`src/rtl/minicpu_ser_alu_seq.sv`:
```
// Self-sequencing bit-serial ALU with a DEPTH-entry evaluation stack (S0=A, S1=B, S2=C...).
// Optional Z/Ng flag registers are built only when SERALU_FLAGS_EN is defined.
module minicpu_ser_alu_seq #(
    parameter int N     = 16,
    parameter int DEPTH = 3,
    parameter int CW    = $clog2(N)
) (
    input  logic       Clk,
    input  logic       Rst,
    input  logic       Start,
    input  logic [4:0] I,
    input  logic       DI,
    input  logic       Op,
    input  logic       W,
    output logic       Busy,
    output logic       Done,
    output logic       DO,
    output logic       DO_En,
    output logic       CyO,
    output logic       Z,
    output logic       Ng
);

    localparam logic [4:0] OP_LDK  = 5'd0,  OP_LDL  = 5'd1,  OP_LDNL = 5'd2,  OP_IN   = 5'd3;
    localparam logic [4:0] OP_INB  = 5'd4,  OP_TWA  = 5'd5,  OP_DUP  = 5'd6,  OP_STL  = 5'd7;
    localparam logic [4:0] OP_STNL = 5'd8,  OP_OUT  = 5'd9,  OP_OUTB = 5'd10, OP_TAW  = 5'd11;
    localparam logic [4:0] OP_POP  = 5'd12, OP_ADC  = 5'd13, OP_SBB  = 5'd14, OP_AND  = 5'd15;
    localparam logic [4:0] OP_ORL  = 5'd16, OP_XOR  = 5'd17, OP_XAB  = 5'd18, OP_RAS  = 5'd19;
    localparam logic [4:0] OP_RRC  = 5'd20, OP_RLC  = 5'd21;

    typedef enum logic [1:0] {S_IDLE, S_RUN, S_DONE} state_t;

    state_t         r_state;
    state_t         w_state_nxt;
    logic [4:0]     r_ir;
    logic [CW-1:0]  r_cnt;
    logic           r_cy;
    logic           w_cy_nxt;
    logic [N-1:0]   r_stk     [DEPTH];
    logic [N-1:0]   w_stk_nxt [DEPTH];
    logic           w_bit;
    logic           w_opa;
    logic           w_par;
    logic           w_store;
    logic           w_last;

    function automatic logic [N-1:0] shr_in(input logic b, input logic [N-1:0] v);
        return {b, v[N-1:1]};
    endfunction

    assign w_par   = (r_ir == OP_RRC) || (r_ir == OP_RLC);
    assign w_store = (r_ir == OP_STL) || (r_ir == OP_STNL) || (r_ir == OP_OUT) ||
                     (r_ir == OP_OUTB) || (r_ir == OP_TAW);
    assign w_last  = w_par || (r_cnt == CW'(N - 1));

    always_comb begin
        w_state_nxt = r_state;
        case (r_state)
            S_IDLE:  if (Start) w_state_nxt = S_RUN;
            S_RUN:   if (w_last) w_state_nxt = S_DONE;
            default: w_state_nxt = S_IDLE;
        endcase
    end

    // Per-cycle stack datapath: every entry shifts right one bit with a new MSB.
    always_comb begin
        w_stk_nxt = r_stk;
        w_cy_nxt  = r_cy;
        w_bit     = 1'b0;
        w_opa     = 1'b0;
        if (r_state == S_RUN) begin
            case (r_ir)
                OP_LDK, OP_LDL, OP_LDNL, OP_IN, OP_INB, OP_TWA, OP_DUP: begin
                    case (r_ir)
                        OP_LDK:  w_bit = Op;
                        OP_TWA:  w_bit = W;
                        OP_DUP:  w_bit = r_stk[0][0];
                        default: w_bit = DI;
                    endcase
                    w_stk_nxt[0] = shr_in(w_bit, r_stk[0]);
                    for (int k = 1; k < DEPTH; k++)
                        w_stk_nxt[k] = shr_in(r_stk[k-1][0], r_stk[k]);
                end
                OP_STL, OP_STNL, OP_OUT, OP_OUTB, OP_TAW, OP_POP,
                OP_ADC, OP_SBB, OP_AND, OP_ORL, OP_XOR: begin
                    for (int k = 0; k < DEPTH - 1; k++)
                        w_stk_nxt[k] = shr_in(r_stk[k+1][0], r_stk[k]);
                    w_stk_nxt[DEPTH-1] = shr_in(r_stk[DEPTH-1][0], r_stk[DEPTH-1]);
                    w_opa = (r_ir == OP_SBB) ? ~r_stk[0][0] : r_stk[0][0];
                    case (r_ir)
                        OP_ADC, OP_SBB: begin
                            w_bit    = r_stk[1][0] ^ w_opa ^ r_cy;
                            w_cy_nxt = (r_stk[1][0] & w_opa) | (r_stk[1][0] & r_cy) | (w_opa & r_cy);
                        end
                        OP_AND:  w_bit = r_stk[1][0] & w_opa;
                        OP_ORL:  w_bit = r_stk[1][0] | w_opa;
                        OP_XOR:  w_bit = r_stk[1][0] ^ w_opa;
                        default: w_bit = r_stk[1][0];
                    endcase
                    if ((r_ir == OP_ADC) || (r_ir == OP_SBB) || (r_ir == OP_AND) ||
                        (r_ir == OP_ORL) || (r_ir == OP_XOR))
                        w_stk_nxt[0] = shr_in(w_bit, r_stk[0]);
                end
                OP_XAB: begin
                    for (int k = 2; k < DEPTH; k++)
                        w_stk_nxt[k] = shr_in(r_stk[k][0], r_stk[k]);
                    w_stk_nxt[0] = shr_in(r_stk[1][0], r_stk[0]);
                    w_stk_nxt[1] = shr_in(r_stk[0][0], r_stk[1]);
                end
                OP_RAS: begin
                    for (int k = 3; k < DEPTH; k++)
                        w_stk_nxt[k] = shr_in(r_stk[k][0], r_stk[k]);
                    w_stk_nxt[0] = shr_in(r_stk[2][0], r_stk[0]);
                    w_stk_nxt[1] = shr_in(r_stk[0][0], r_stk[1]);
                    w_stk_nxt[2] = shr_in(r_stk[1][0], r_stk[2]);
                end
                OP_RRC: begin
                    w_stk_nxt[0] = {r_cy, r_stk[0][N-1:1]};
                    w_cy_nxt     = r_stk[0][0];
                end
                OP_RLC: begin
                    w_stk_nxt[0] = {r_stk[0][N-2:0], r_cy};
                    w_cy_nxt     = r_stk[0][N-1];
                end
                default: begin
                    for (int k = 0; k < DEPTH; k++)
                        w_stk_nxt[k] = shr_in(r_stk[k][0], r_stk[k]);
                end
            endcase
        end
    end

    always_ff @(posedge Clk) begin
        if (Rst) begin
            r_state <= S_IDLE;
            r_ir    <= '0;
            r_cnt   <= '0;
            r_cy    <= 1'b0;
            for (int k = 0; k < DEPTH; k++)
                r_stk[k] <= '0;
        end else begin
            r_state <= w_state_nxt;
            r_cy    <= w_cy_nxt;
            for (int k = 0; k < DEPTH; k++)
                r_stk[k] <= w_stk_nxt[k];
            if ((r_state == S_IDLE) && Start) begin
                r_ir  <= I;
                r_cnt <= '0;
            end else if (r_state == S_RUN) begin
                r_cnt <= r_cnt + CW'(1);
            end
        end
    end

    assign Busy  = (r_state == S_RUN);
    assign Done  = (r_state == S_DONE);
    assign DO_En = (r_state == S_RUN) && w_store;
    assign DO    = DO_En ? r_stk[0][0] : 1'b0;
    assign CyO   = r_cy;

`ifdef SERALU_FLAGS_EN
    logic r_zor;
    logic r_z;
    logic r_ng;
    logic w_zbit;

    // Rotates write the whole new A at once, so all of it feeds the zero detector.
    assign w_zbit = w_par ? (|w_stk_nxt[0]) : w_stk_nxt[0][N-1];

    always_ff @(posedge Clk) begin
        if (Rst) begin
            r_zor <= 1'b0;
            r_z   <= 1'b0;
            r_ng  <= 1'b0;
        end else begin
            if ((r_state == S_IDLE) && Start)
                r_zor <= 1'b0;
            else if (r_state == S_RUN)
                r_zor <= r_zor | w_zbit;
            if (r_state == S_DONE) begin
                r_z  <= ~r_zor;
                r_ng <= r_stk[0][N-1];
            end
        end
    end

    assign Z  = r_z;
    assign Ng = r_ng;
`else
    assign Z  = 1'b0;
    assign Ng = 1'b0;
`endif

endmodule
```
`config.mk`:
```
export PLATFORM = sky130hd
export DESIGN_NAME = minicpu_ser_alu_seq
export DESIGN_NICKNAME = d
export VERILOG_FILES = /design/src/rtl/minicpu_ser_alu_seq.sv
export SDC_FILE = /design/constraint.sdc
export NUM_CORES = 1
export LEC_CHECK = 0
export ABC_CLOCK_PERIOD_IN_PS = 2700
export CAP_MARGIN = 15
export CORE_ASPECT_RATIO = 0.6
export CORE_UTILIZATION = 59
export CTS_CLUSTER_SIZE = 20
export DETAILED_ROUTE_END_ITERATION = 8
export GPL_TIMING_DRIVEN = 1
export PLACE_DENSITY = 0.8
export SKIP_CTS_REPAIR_TIMING = 1
export SYNTH_ARGS = -nofsm -noshare
export SYNTH_HDL_FRONTEND = slang
export SYNTH_SLANG_ARGS = --single-unit
```
`constraint.sdc`:
```
create_clock -name Clk -period 2.7 [get_ports Clk]
set_clock_uncertainty 0.1 [all_clocks]
set_input_delay 0.54 -clock Clk [delete_from_list [all_inputs] [get_ports Clk]]
set_output_delay 0.54 -clock Clk [all_outputs]
set_load 0.05 [all_outputs]
```
==> results_dict.tcl <==
set metrics [dict create \
    clk_latency_ps 340 \
    endpoint_kind "flop" \
    dieHeight_um 56.3 \
    hold_viol_final 0 \
    worstMarginPinSlew_ps 585 \
    status "completed" \
    ir_worst_vdd_uv 430 \
    clkTransAtPathRegs_ps 70 \
    reg2reg_slack_ps 110 \
    nFillCells 363 \
    r2r_cells 10 \
    drive_above_1_share_pct 15.8 \
    wl_per_cell_um 14.4 \
    drc 0 \
    holdPathEnd "r_stk[30]" \
    critPathMaxStageDelay_ps 500 \
    stdcell_count 429 \
    regToRegEndpoint "r_stk[47]" \
    fp-row-count 19 \
    worstReg2RegStart "r_ir[3]" \
    seqPwrFrac_pct 42.5 \
    p_sw_share_pct 25.1 \
    portBuffers 15 \
    pin_count 18 \
    p_comb_share_pct 12.5 \
    cts_buffers 9 \
    crit_slowest_cell "fa_1" \
    rsz0062_at_grt "no" \
    path_class "reg2reg" \
    setup_violations 0 \
    drt_iter0_markers 161 \
    final_max_slew_viol_count 0 \
    crit_start "r_ir[3]" \
    grt_pass1_vias 2224 \
    arrival_ps 2760 \
    power_density_nw_per_um2 663 \
    cts_tree "done" \
    switchingPower_w 0.000557 \
    antenna_found_initial 0 \
    dp_hpwl_um 3980 \
    num_vias 2494 \
    routed_via_density 5.81 \
    cts.sinks 60 \
    clock_path_buffers 2 \
    final_nets 376 \
    gp_congestion 0.896 \
    cts_max_level 3 \
    ys_seq_area_share_pct 41.5 \
    core_um2 4640 \
    hold-path-cell-count 2 \
    power_leakage_nw 1.16 \
    synth_seq_cells 60 \
    yosysUniqueCellTypes 47 \
    syn2layout_area_growth_pct 15.5 \
    num_antenna_cells 0 \
    avgSynthCellArea_um2 8.30 \
    maxCapViolations 0 \
    syn_inst 349 \
    ys_async_sr_fraction_pct 0 \
    fin_setup_tns_ps 0 \
    drt-total-wl_um 6160 \
    grt_max_degree 36 \
    grtUsageTotal_pct 25.9 \
    startpoint_type "flop" \
    synth-main-ff-cell "dfxtp_1" \
    antenna_left 0 \
    p_int_w 0.00166 \
    yosysWarnings 0 \
    gr-total-overflow 0 \
    design.die.area_um2 5200 \
    synth-edff-count 0 \
    clock-root-buffer "clkbuf_8" \
    path_cells "nor2b_1, nor2b_2, nand3_1, xnor2_1, fa_1, inv_1, maj3_1, a32oi_1, o22ai_1, a211oi_2" \
    grt_pass1_wl_um 10400 \
    pwr-share-clk_pct 45.0 \
    period_needed_ps 2590 \
    required_ps 2870 \
    max_freq_mhz 386 \
    dr.pass1.iters 5 \
    initial_core_util_pct 62.5 \
    syn-cell-area_um2 2900 \
    design_power_total_w 0.00222 \
    worst-path-max-fanout 2 \
    hp-start "r_stk[31]" \
    min_path_type "reg2reg" \
    slew_headroom_pct 61.0 \
    post-route-period-util_pct 95.8 \
    dieWidth_um 92.5 \
    dp.cells 413 \
]
per-layer routing:
metal,share of wire [%],routed length (um),track usage [%]
met1,49,3050,35.5
met2,42,2600,37.7
met3,6.7,412,7.86
met4,1.7,102,11.4
met5,0,0,0
sequential cells by signal (all words and copies together) (netlist names):
| register | flops |
|---|---|
| r_cnt | 4 |
| CyO | 1 |
| r_stk | 48 |
| r_state | 2 |
| r_ir | 5 |
power groups by stage:
| stage | logic (W) | clock network, W | registers (W) |
|---|---|---|---|
| after global routing | 0.000303 | 0.00105 | 0.000947 |
| after global placement | 0.000265 | 0 | 0.000960 |
| after detailed placement | 0.000271 | 0 | 0.000962 |
| after floorplan | 0.000208 | 0 | 0.000956 |
| final | 0.000277 | 0.00100 | 0.000944 |
| after CTS | 0.000274 | 0.00101 | 0.000942 |
metrics by stage:
stage               area, um2  worst slack (ps)  hold WS [ps]  utilization, %
global route             3350              16.1           364            72.2
finish                   3350               113           351            72.2
global placement         3090               248           337            66.7
floorplan                2910              19.4           332               -
detailed placement       3090               156           344            66.7
CTS                      3340               114           349            72.1
kinds of logic (layout without fill, tap and decap cells):
group           after synthesis  after routing  share of synthesized area [%]
flops                        60             60                           41.5
simple gates                155            155                           23.7
buf+inv                      39             55                           7.56
fa+ha+maj                     5              5                           2.33
other cells                   1              2                          0.129
compound gates               74             74                           19.8
xor+xnor                      4              4                           1.21
mux                          11             11                           3.84
placed cells by master, fill, tap and decap left out, types with 2 or more instances in the layout:
| cell type | Yosys | layout |
|---|---|---|
| xnor2_1 | 2 | 2 |
| nand2b_1 | 2 | 2 |
| a211oi_2 | 3 | 3 |
| inv_1 | 8 | 8 |
| nand2_1 | 83 | 83 |
| buf_12 | 0 | 3 |
| dfxtp_1 | 60 | 60 |
| o22ai_1 | 2 | 2 |
| conb_1 | 1 | 2 |
| clkbuf_8 | 0 | 10 |
| nand4_1 | 2 | 2 |
| a311oi_1 | 8 | 8 |
| ha_1 | 3 | 3 |
| nor3_1 | 3 | 2 |
| mux2i_1 | 10 | 10 |
| clkdlybuf4s50_1 | 0 | 11 |
| o21ai_0 | 3 | 3 |
| bufinv_16 | 0 | 3 |
| nor2_1 | 31 | 31 |
| nand3_1 | 18 | 18 |
| buf_4 | 5 | 15 |
| xor2_1 | 2 | 2 |
| a21oi_1 | 39 | 39 |
| a31oi_1 | 2 | 2 |
| nor2b_1 | 5 | 4 |
| a311oi_2 | 9 | 9 |
area by class of cell:
class                           instances  area (um2)  share of cell area [%]
Inverter                                8        30.0                   0.897
Sequential cell                        60        1200                    35.9
Clock buffer                           10         138                    4.11
Tap cell                               63        78.8                    2.36
Multi-Input combinational cell        251        1490                    44.5
Timing Repair Buffer                   31         299                    8.93
Clock inverter                          6         111                    3.33
how the worst max path moves through the flow:
stage / endpoint / slack [ps] / cells past startpoint
after floorplan: DO / 20 / 7
after global placement: r_stk[47] / 250 / 10
after detailed placement: r_stk[47] / 160 / 10
after CTS: DO / 110 / 7
after global routing: r_stk[47] / 20 / 10
final: r_stk[47] / 110 / 10
critical path: cells and delay by family (launching register included):
kind                       cells  cell delay, ps
adders and majority gates      2             850
buffers and inverters          1              50
and+or+nand+nor                3             450
xor gates and xnor gates       1             170
DFF                            1             320
AOI/OAI and AO/OA              3             570
cells in the mapped netlist, drive strengths merged (2+ instances only):
master / count / area [um2]
inv: 8 / 30.0
nor2: 32 / 123
o22ai: 2 / 12.5
dfxtp: 60 / 1200
nand4: 2 / 12.5
nor3: 3 / 15.0
o21ai: 3 / 15.0
xnor2: 2 / 17.5
nor2b: 5 / 31.3
and2: 2 / 15.0
a311oi: 17 / 205
nand3: 18 / 90.1
ha: 3 / 37.5
xor2: 2 / 17.5
a21oi: 39 / 195
nand2b: 2 / 12.5
a2111oi: 2 / 42.5
clkbuf: 8 / 30.0
buf: 23 / 159
a211oi: 3 / 37.5
mux2i: 10 / 100
nand2: 83 / 312
a31oi: 2 / 12.5
(Power assumes the default switching activity.)
